File: src/rtl/clock_pkg.sv
// Shared definitions for the clock datapath.
// Holds the legal maximum digit values for the seconds/minutes counters, the BCD
// digit type, a tens/units pair struct and the helper that computes the next
// value of such a pair on an increment.
// No ports (package).
package clock_pkg;

    localparam logic [2:0] SEC_MAX_HIGH = 3'd5;
    localparam logic [2:0] MIN_MAX_HIGH = 3'd5;
    localparam logic [3:0] BCD_MAX      = 4'd9;

    typedef logic [3:0] bcd_t;

    typedef struct packed {
        logic [2:0] high;
        bcd_t       low;
    } bcd_pair_t;

    // Next value of a tens/units pair after one increment. A units digit above 9
    // (only reachable by forcing) loads 0 without carrying. A tens digit at or
    // above its maximum loads 0 when the units digit carries into it.
    function automatic bcd_pair_t bcdPairInc(input bcd_pair_t cur, input logic [2:0] maxHigh);
        bcd_pair_t nxt;
        nxt = cur;
        if (cur.low >= BCD_MAX) begin
            nxt.low = '0;
            if (cur.low == BCD_MAX) begin
                if (cur.high >= maxHigh) begin
                    nxt.high = '0;
                end else begin
                    nxt.high = cur.high + 3'd1;
                end
            end
        end else begin
            nxt.low = cur.low + 4'd1;
        end
        return nxt;
    endfunction

endpackage

File: src/rtl/bcd_mod60.sv
// Two-digit BCD counter running 00..(MAX_HIGH)9, i.e. 00..59 by default.
// Ports:
//   rst   in  asynchronous active-low reset, clears the pair to 00
//   clk   in  clock
//   inc   in  advance by one on the next edge
//   clr   in  load 00 on the next edge; has priority over inc
//   low   out units digit, BCD 0..9
//   high  out tens digit, 0..MAX_HIGH
//   carry out combinational: inc while the pair sits at its maximum value
module bcd_mod60
    import clock_pkg::*;
#(
    parameter logic [2:0] MAX_HIGH = SEC_MAX_HIGH
) (
    input  logic       rst,
    input  logic       clk,
    input  logic       inc,
    input  logic       clr,
    output logic [3:0] low,
    output logic [2:0] high,
    output logic       carry
);

    bcd_pair_t pair_q;
    bcd_pair_t pair_d;

    // Clear wins over increment so a coincident clear never lets the pair advance.
    always_comb begin
        pair_d = pair_q;
        if (clr) begin
            pair_d = '0;
        end else if (inc) begin
            pair_d = bcdPairInc(pair_q, MAX_HIGH);
        end
    end

    always_ff @(posedge clk or negedge rst) begin
        if (!rst) begin
            pair_q <= '0;
        end else begin
            pair_q <= pair_d;
        end
    end

    // The carry ignores clr; callers that need clear-wins semantics mask inc.
    assign carry = inc && (pair_q.low == BCD_MAX) && (pair_q.high == MAX_HIGH);

    assign low  = pair_q.low;
    assign high = pair_q.high;

endmodule

File: src/rtl/min_sec_counter.sv
// Seconds/minutes timebase for the 24-hour clock.
// Divides clk down to a once-per-second tick, counts seconds and minutes as BCD
// pairs 00..59 and pulses hr_inc on each 59:59 -> 00:00 rollover for the hour
// counter. min_inc and sec_clr support time-set mode.
// Parameter TICK_DIV (>= 2): clk cycles per second tick.
// Ports:
//   rst      in  asynchronous active-low reset
//   clk      in  clock
//   enable   in  count enable, shared with the hour counter
//   min_inc  in  minutes +1 pulse, never carries into hours
//   sec_clr  in  clears seconds and the prescaler
//   sec_low  out seconds units (BCD)      sec_high out seconds tens
//   min_low  out minutes units (BCD)      min_high out minutes tens
//   tick_1hz out registered one-cycle pulse per second tick
//   hr_inc   out registered one-cycle pulse per hour rollover
module min_sec_counter
    import clock_pkg::*;
#(
    parameter int TICK_DIV = 50_000_000
) (
    input  logic       rst,
    input  logic       clk,
    input  logic       enable,
    input  logic       min_inc,
    input  logic       sec_clr,
    output logic [3:0] sec_low,
    output logic [2:0] sec_high,
    output logic [3:0] min_low,
    output logic [2:0] min_high,
    output logic       tick_1hz,
    output logic       hr_inc
);

    localparam int                 PRESC_W    = $clog2(TICK_DIV);
    localparam logic [PRESC_W-1:0] PRESC_LAST = PRESC_W'(TICK_DIV - 1);

    logic [PRESC_W-1:0] presc_q;
    logic [PRESC_W-1:0] presc_d;
    logic               tick;
    logic               secInc;
    logic               secCarry;
    logic               minInc;
    logic               minCarry;
    logic               tick_q;
    logic               hrInc_q;
    logic               hrInc_d;

    assign tick = enable && (presc_q == PRESC_LAST);

    // Prescaler: sec_clr restarts the second regardless of enable.
    always_comb begin
        presc_d = presc_q;
        if (sec_clr) begin
            presc_d = '0;
        end else if (enable) begin
            if (tick) begin
                presc_d = '0;
            end else begin
                presc_d = presc_q + PRESC_W'(1);
            end
        end
    end

    // Masking the seconds increment with sec_clr also kills any minute carry.
    assign secInc = tick && !sec_clr;

    // A carry and a manual min_inc in the same cycle advance minutes only once.
    assign minInc = secCarry || min_inc;

    // min_inc suppresses the hour carry even when a real carry coincides.
    assign hrInc_d = minCarry && !min_inc;

    bcd_mod60 #(
        .MAX_HIGH(SEC_MAX_HIGH)
    ) uSeconds (
        .rst  (rst),
        .clk  (clk),
        .inc  (secInc),
        .clr  (sec_clr),
        .low  (sec_low),
        .high (sec_high),
        .carry(secCarry)
    );

    bcd_mod60 #(
        .MAX_HIGH(MIN_MAX_HIGH)
    ) uMinutes (
        .rst  (rst),
        .clk  (clk),
        .inc  (minInc),
        .clr  (1'b0),
        .low  (min_low),
        .high (min_high),
        .carry(minCarry)
    );

    always_ff @(posedge clk or negedge rst) begin
        if (!rst) begin
            presc_q <= '0;
            tick_q  <= 1'b0;
            hrInc_q <= 1'b0;
        end else begin
            presc_q <= presc_d;
            tick_q  <= tick;
            hrInc_q <= hrInc_d;
        end
    end

    assign tick_1hz = tick_q;
    assign hr_inc   = hrInc_q;

endmodule

File: config.mk
export PLATFORM = sky130hd
export DESIGN_NAME = min_sec_counter
export DESIGN_NICKNAME = d
export VERILOG_FILES = /design/src/rtl/clock_pkg.sv /design/src/rtl/bcd_mod60.sv /design/src/rtl/min_sec_counter.sv
export SDC_FILE = /design/constraint.sdc
export NUM_CORES = 1
export LEC_CHECK = 0
export BUFFER_PORTS_ARGS = -buffer_cell sky130_fd_sc_hd__buf_2
export CAP_MARGIN = 20
export CORE_ASPECT_RATIO = 2
export CORE_MARGIN = 2
export CORE_UTILIZATION = 43
export CTS_CLUSTER_SIZE = 30
export DETAILED_ROUTE_END_ITERATION = 8
export MAX_ROUTING_LAYER = met4
export PLACE_DENSITY_LB_ADDON = 0.3
export SYNTH_ARGS = -nofsm -noshare
export SYNTH_HDL_FRONTEND = slang
export SYNTH_HIERARCHICAL = 1
export SYNTH_SLANG_ARGS = --single-unit
File: constraint.sdc
create_clock -name clk -period 3 [get_ports clk]
set_input_delay 0.3 -clock clk [delete_from_list [all_inputs] [get_ports clk]]
set_output_delay 0.3 -clock clk [all_outputs]
set_load 0.05 [all_outputs]
# ---- Yosys cells after proc, flatten, opt, wreduce, memory -nomap -nowiden
# Cells that the tools add are included.
dict set report word_totals {
  register_bits 42
  latch_bits 0
  ramBits 0
  romBits 0
  input_bits 5
  out_inout_bits 16
  mem_count 0
}
dict set report classes {
  n_addsub 5
  multipliers 0
  div 0
  magnitude_cmp 4
  eq_ne 5
  shift 0
  n_mux 11
  n_bitwise 0
  n_reduce_logical 16
}
# cell n
set op_table {}
lappend op_table {{two-way mux 26 bit} 3}
lappend op_table {{adder 26 x 1 -> 26 bit, second input constant} 1}
lappend op_table {{== test 26 bit, second input constant} 1}
lappend op_table {{two-way mux 7 bit} 2}
lappend op_table {{two-way mux 3 bit} 4}
lappend op_table {{adder 4 x 1 -> 4 bit, second input constant} 2}
lappend op_table {{== test 4 bit, second input constant} 2}
lappend op_table {{>= comparator 4 bit, second input constant} 2}
lappend op_table {{two-way mux 4 bit} 2}
lappend op_table {{nonzero test 2 bit} 4}
lappend op_table {{logical AND 1 bit} 7}
lappend op_table {{adder 3 x 1 -> 3 bit, second input constant} 2}
lappend op_table {{== test 3 bit, second input constant} 2}
lappend op_table {{>= comparator 3 bit, second input constant} 2}
lappend op_table {{AND reduction 3 bit} 2}
lappend op_table {{logical NOT 1 bit} 2}
lappend op_table {{logical OR 1 bit} 1}

# ---- Longest topological paths before layout
# Gate-level depths: netlist of run 1.
dict set report depth {
  ltp_word 9
  ltp_mapped 13
  ltp_nobuf 11
}

# ---- By module
# Netlist of run 1, hierarchy kept.
# mod instances cells_each area_per_inst_um2 seq_area_each_um2
set by_module_without_submodules {}
lappend by_module_without_submodules {min_sec_counter 1 152 1555.2 700.7}
lappend by_module_without_submodules {bcd_mod60 2 46 464.2 175.2}

# ---- Worst setup path after synthesis of run 1
# No wires, ideal clock.
dict set report synth_timing {
  kind {register to register}
  start {register presc_q[18]}
  end {register uMinutes.pair_q (netlist bit uMinutes/high[2])}
  arrival_time_ns 2.603
  required_ns 2.923
  setup_slack_ns 0.320
  path_stages_with_launch 13
  path_cell_list {dfrtp_1 > nor4b_1 > nand4_1 > nor4_1 > and2_1 > buf_6 > nand4b_4 > nor2_1 > or2_2 > buf_6 > nand4b_4 > or3b_1 > a21oi_1}
}
dict set report synth_between {
  elab_chain_cells 7
}
# item line_no
set synth_rtl {}
lappend synth_rtl {{from (decl)} min_sec_counter.sv:37} ;# logic [PRESC_W-1:0] presc_q;
lappend synth_rtl {{from (signal assigned)} min_sec_counter.sv:103} ;# presc_q <= presc_d;
lappend synth_rtl {{== test 26 bit} min_sec_counter.sv:48} ;# assign tick = enable && (presc_q == PRESC_LAST);
lappend synth_rtl {{logical AND 1 bit} min_sec_counter.sv:48}
lappend synth_rtl {{net tick} min_sec_counter.sv:39} ;# logic tick;
lappend synth_rtl {{logical AND 1 bit} min_sec_counter.sv:65} ;# assign secInc = tick && !sec_clr;
lappend synth_rtl {{net secInc} min_sec_counter.sv:40} ;# logic secInc;
lappend synth_rtl {{logical AND 1 bit (2 in series)} bcd_mod60.sv:46} ;# assign carry = inc && (pair_q.low == BCD_MAX) && (pair_q.high == MAX_HIGH);
lappend synth_rtl {{net secCarry} min_sec_counter.sv:41} ;# logic secCarry;
lappend synth_rtl {{logical OR 1 bit} min_sec_counter.sv:68} ;# assign minInc = secCarry || min_inc;
lappend synth_rtl {{net minInc} min_sec_counter.sv:42} ;# logic minInc;
lappend synth_rtl {{AND reduction 3 bit (no source line)} -}
lappend synth_rtl {{to (signal assigned)} bcd_mod60.sv:41} ;# pair_q <= pair_d;
lappend synth_rtl {{to (decl)} bcd_mod60.sv:24} ;# bcd_pair_t pair_q;
# The timed path passes the listed nets, and every way through them passes these cells.
# A chain may end at the register's enable or synchronous reset.

# ---- Final worst setup path of run 1
dict set report layout_timing {
  start {register presc_q[0]}
  end {register uMinutes.pair_q (netlist bit uMinutes/high[2])}
}
# The elaborated chain is that of the path after synthesis.

==> metrics.cfg, run 1 <==
[timing]
worstMarginPinSlew_ps=955
fmax_ghz=0.376
setup_violations=0
finClkSkew_ps=2.50
hold_viol=0
rsz0062_at_grt=false
max_slew_margin=0.363
layout_setup_ws_ps=339
period_minus_slack_ps=2660
period_share=0.887
fin_tns_setup_ps=0
slew_violations=0

[run_status]
status=completed

[detailed_routing]
drc=0
wl_per_cell_um=15.8
dr.pass1.iters=4
first_iter_violations=97
ant_nets=0
routed_via_density=5.93
vias=1944
postRouteWirelength_um=5170

[grt]
use_met2=0.325
grt_busiest_layer=met2
gr-usage-met1=0.181
met3_usage=0.0360
grt-ovfl-total=0
grt_pass1_vias=1977
grt_first_pass_wirelength_um=9070
grt_antenna_before_repair=0
grt_max_degree=43
track_usage=0.185

[worst_setup_path]
critPathKind=register to register
cp_slowest_cell=dfrtp_1
arrival_ps=2870
end_kind=register
critPathMaxFanout=10
slowest_delay_ps=400
crit_required_ps=3210
path_common_cell=nand4b_4
path_cells=ha_1, and2_1, nand4_1, nor4_2, and2_4, nand4b_4, nor2_1, or2_4, nand4b_4, or3b_1, a21oi_1
cp-start-kind=register

[floorplan]
core_area_um2=5660
ios=21
dieArea_um2=6440
die_w_um=57.7
initial_core_util=0.439
fp.dieH_um=111
core.rowCount=39

[place]
pre_cts_ws_ps=219
place_congestion=0.777
placed_cells=320
dp_hpwl_um=3740
port_buffers=20

[finish]
syn_to_final_growth_pct=11.7
final_common_cell=dfrtp_1
n_antenna_cell=0
final_cells=328
fill_cells=551
layout_common_cells=dfrtp_1, buf_2, a21oi_1
nets=282
drive_gt1_frac=0.184

[synth]
yosysUniqueCellTypes=52
synthCells=244
synth_fp_nets=260
ys.warnings.count=6
ys_seq_area_frac=0.423
synth_flop_cell=dfrtp_1
syn_area_um2=2480
synth-seq-cells=42
postSynthAreaPerCell_um2=10.2
async_flop_share=1.00
synth-edff-count=0

[clocking]
cts_buffer_depth=2
holdBufCountCts=0
cts-buffers-inserted=5
insertion_delay_ps=280
cts_tree=built
clockRootBuffer=clkbuf_16
cts.clk_slew.worst_paths_ps=60
h-tree-depth=2
clkSinkCount=42

[pwr]
power_density_nw_per_um2=426
share_comb_of_total_power=0.051
switching_power_uw=264
peakVddDrop_v=0.000439
p_leak_uw=0.00125
p_sw_frac=0.224
power_frac_clock=0.460
internal-power_uw=917
p_total_uw=1180
pwr-share-seq=0.489

[worst_hold_path]
hp-class=primary input to async pin

[run]
cap_viol_max_count=0

[cell usage after synthesis, types with 3 or more instances]
master	count	share of area
or3_1	8	0.020
o21ai_0	10	0.020
xor2_1	10	0.035
dfrtp_1	42	0.42
nor4_1	3	0.0076
buf_4	3	0.0091
or4_1	5	0.015
a21oi_1	19	0.038
inv_1	10	0.015
nand2b_1	6	0.015
buf_6	4	0.018
nand3_1	6	0.012
or3b_1	4	0.014
and2_1	4	0.010
o31a_1	4	0.014
nand2_1	16	0.024
o31ai_1	6	0.018
ha_1	11	0.055
nand4_1	9	0.023
nor2_1	15	0.023
nand3b_1	4	0.012
and4_1	3	0.011
[timing repair]
| item | CTS | global route |
|---|---|---|
| setup endpoints to repair | 0 | 3 |
| gates resized for setup | 0 | 3 |
| setup buffers | 0 | 0 |
[state kept, by name (all words and copies together), names as in the netlist]
signal / count
uMinutes/low: 4
presc_q: 26
uSeconds/low: 4
uMinutes/high: 3
tick_1hz: 1
hr_inc: 1
uSeconds/high: 3
[power by group through the flow]
| stage | clock network (uW) | registers [uW] | logic, uW |
|---|---|---|---|
| final | 544 | 577 | 60.0 |
| after global routing | 578 | 578 | 66.9 |
| after CTS | 557 | 577 | 60.5 |
| after detailed placement | 0 | 588 | 60.0 |
| after global placement | 0 | 587 | 60.2 |
| after floorplan | 0 | 594 | 29.0 |
[final timing paths]
check,from,end,slack (ps),cells after the start
worst min register to register,presc_q[5]$_DFFE_PN0P_,presc_q[5]$_DFFE_PN0P_,540,2
worst max register to register,presc_q[0]$_DFFE_PN0P_,uMinutes/high[2]$_DFFE_PN0P_,340,11
worst max-delay path,presc_q[0]$_DFFE_PN0P_,uMinutes/high[2]$_DFFE_PN0P_,340,11
max in group asynchronous,rst,presc_q[17]$_DFFE_PN0P_,2240,1
worst min-delay path,rst,uSeconds/high[1]$_DFFE_PN0P_,160,1
min in group clk,min_inc,hr_inc$_DFF_PN0_,180,2
[critical path, delay by kind of cell (launching register included)]
| family | cells | cell delay [ps] |
|---|---|---|
| adder cells (fa/ha/maj) | 1 | 210 |
| AO/OA/AOI/OAI | 1 | 140 |
| AND/OR/NAND/NOR | 9 | 1840 |
| flip-flops | 1 | 400 |
[final cells by class]
| type | count | area, um^2 | area share |
|---|---|---|---|
| clock inverter | 1 | 5.00 | 0.00180 |
| tap | 61 | 76.3 | 0.0275 |
| sequential | 42 | 1050 | 0.379 |
| inverter | 10 | 37.5 | 0.0135 |
| timing repair buffer | 24 | 130 | 0.0469 |
| multi-input combinational | 183 | 1330 | 0.480 |
| clock buffer | 7 | 143 | 0.0514 |
[through the flow]
step                hold WS, ps  utilization  cell area [um^2]
floorplan                  4.41            -              2480
global placement            469        0.462              2620
detailed placement          464        0.462              2620
CTS                         160        0.488              2760
global route                189        0.490              2770
finish                      155        0.490              2770
[metal layers]
metal  wire length, um  part of all wire  vias to the layer above
met1              1890              0.37                      945
met3               164             0.032                       13
met2              2920              0.56                       36
li1                  -                 -                      950
met5                 0                 0                        -
met4               197             0.038                        0
[cells by family (layout without fill, tap and decap cells)]
family | Yosys count | count (layout) | synth area share
other | 1 | 1 | 0.00151
flip-flops | 42 | 42 | 0.423
AO/OA/AOI/OAI | 60 | 60 | 0.171
AND/OR/NAND/NOR | 100 | 100 | 0.264
buffers and inverters | 19 | 42 | 0.0453
adder cells (fa/ha/maj) | 11 | 11 | 0.0554
XOR/XNOR | 11 | 11 | 0.0388
(Power assumes the default switching activity.)
==> inputs of run 2 (changes only) <==
Settings changed: BUFFER_PORTS_ARGS -buffer_cell sky130_fd_sc_hd__buf_2 to default, DONT_BUFFER_PORTS from default to 1.
==> metrics.cfg, run 2 (synthesized netlist as in run 1, its figures left out) <==
[run_status]
status=completed

[timing]
rsz0062_at_grt=false
slew_violations=0
finClkSkew_ps=6.50
setup_violations=0
period_minus_slack_ps=2690
max_slew_margin=0.568
worstMarginPinSlew_ps=648
fmax_ghz=0.372
hold_viol=0
fin_tns_setup_ps=0
period_share=0.896

[finish]
layout_common_cells=dfrtp_1, a21oi_1, nand2_1
largest_register_ffs=26
top_register=presc_q
fill_cells=538
final_common_cell=dfrtp_1
syn_to_final_growth_pct=9.92
drive_gt1_frac=0.126
nets=268
multi_input_area_um2=1320
seq_area_um2=1050
n_antenna_cell=0

[detailed_routing]
postRouteWirelength_um=5220
drc=0
dr.pass1.iters=4
vias=1908
ant_nets=0
first_iter_violations=63
wl_per_cell_um=16.6
routed_via_density=6.08

[pwr]
power_density_nw_per_um2=433
p_leak_uw=0.00119
peakVddDrop_v=0.000512
p_total_uw=1180

[floorplan]
ios=21
initial_core_util=0.439
die_w_um=57.7
fp.dieH_um=111
core.rowCount=39
core_area_um2=5660
dieArea_um2=6440

[worst_setup_path]
critPathKind=register to register
path_common_cell=nand4b_4
critPathTopFamily=simple AND/OR/NAND/NOR gates
critPathBufInv=0
path_cells=nor4b_1, nand4_1, nor4_1, and2_1, nand4b_4, nor2_1, or2_2, nand4b_4, or3b_1, a21oi_1
cp-start-kind=register
crit_required_ps=3210
cp_slowest_cell=dfrtp_1
arrival_ps=2900
slowest_delay_ps=410
critPathMaxFanout=7
end_kind=register

[grt]
grt_first_pass_wirelength_um=8910
track_usage=0.180
grt_pass1_vias=1985
grt-ovfl-total=0
grt_antenna_before_repair=0
grt_max_degree=43

[place]
port_buffers=0
dp_hpwl_um=3810
place_congestion=0.808

[clocking]
cts-buffers-inserted=5
cts.clk_slew.worst_paths_ps=60
cts_tree=built
clkSinkCount=42
cts_buffer_depth=2
h-tree-depth=2
clockRootBuffer=clkbuf_16
insertion_delay_ps=290

[run]
cap_viol_max_count=0

[worst_hold_path]
hp-class=primary input to register

==> run 2: changes by cell type in the layout (fill, tap and decap cells not counted) <==
cell	change
buf_16	+1
dlygate4sd3_1	+1
nor4_1	+1
and2_4	-1
and2_1	+1
or2_4	-1
or2_2	+1
nor4_2	-1
buf_2	-20
buf_4	+4
==> run 2: final timing paths <==
| kind | start | end | slack, ps | depth (start not counted) |
|---|---|---|---|---|
| hold reg to reg | presc_q[5]$_DFFE_PN0P_ | presc_q[5]$_DFFE_PN0P_ | 550 | 2 |
| hold / removal | min_inc | hr_inc$_DFF_PN0_ | 70 | 1 |
| setup / recovery | presc_q[18]$_DFFE_PN0P_ | uMinutes/high[2]$_DFFE_PN0P_ | 310 | 10 |
| min in group asynchronous | rst | uSeconds/low[1]$_DFFE_PN0P_ | 510 | 2 |
| setup reg to reg | presc_q[18]$_DFFE_PN0P_ | uMinutes/high[2]$_DFFE_PN0P_ | 310 | 10 |
| max in group asynchronous | rst | presc_q[5]$_DFFE_PN0P_ | 2280 | 2 |
==> run 2: stage by stage <==
stage	instances	instance area [um^2]	util	setup slack (ps)	hold WS [ps]
2_1_floorplan	244	2480	-	320	4.41
3_3_place_gp	304	2540	0.450	393	5.26
3_5_place_dp	304	2540	0.450	346	5.43
4_1_cts	314	2730	0.482	317	66.7
5_1_grt	314	2730	0.482	51.5	65.8
6_report	314	2730	0.482	313	70.0
==> run 2: final cells by class <==
| type | count | share of cell area |
|---|---|---|
| Tap cell | 61 | 0.0280 |
| Sequential cell | 42 | 0.385 |
| Timing Repair Buffer | 10 | 0.0357 |
| Inverter | 10 | 0.0137 |
| Multi-Input combinational cell | 183 | 0.484 |
| Clock buffer | 7 | 0.0522 |
| Clock inverter | 1 | 0.00183 |
==> run 2: worst reg2reg max path, cell delays in order, from the launching register on <==
cell and delay [ps]:
dfrtp_1 410, nor4b_1 320, nand4_1 170, nor4_1 360, and2_1 250, nand4b_4 150
nor2_1 140, or2_2 140, nand4b_4 140, or3b_1 400, a21oi_1 140
==> run 2: metal layers <==
| metal | track usage | share of wire | vias to the layer above |
|---|---|---|---|
| met4 | 0.0822 | 0.025 | 0 |
| met1 | 0.164 | 0.36 | 957 |
| li1 | - | - | 915 |
| met2 | 0.340 | 0.58 | 26 |
| met3 | 0.0348 | 0.030 | 10 |
| met5 | - | 0 | - |
==> run 2: timing repair <==
item                       CTS  global route
hold buffers                 2             0
hold endpoints to repair    42             0
setup endpoints to repair    0             0
gates resized for setup      0             0
buffers inserted             0             0
==> run 2: power breakdown <==
| part | switching [uW] | internal (uW) | total (uW) |
|---|---|---|---|
| combinational | 30.8 | 17.6 | 48.4 |
| sequential | 15.1 | 571 | 586 |
| clock | 217 | 330 | 547 |
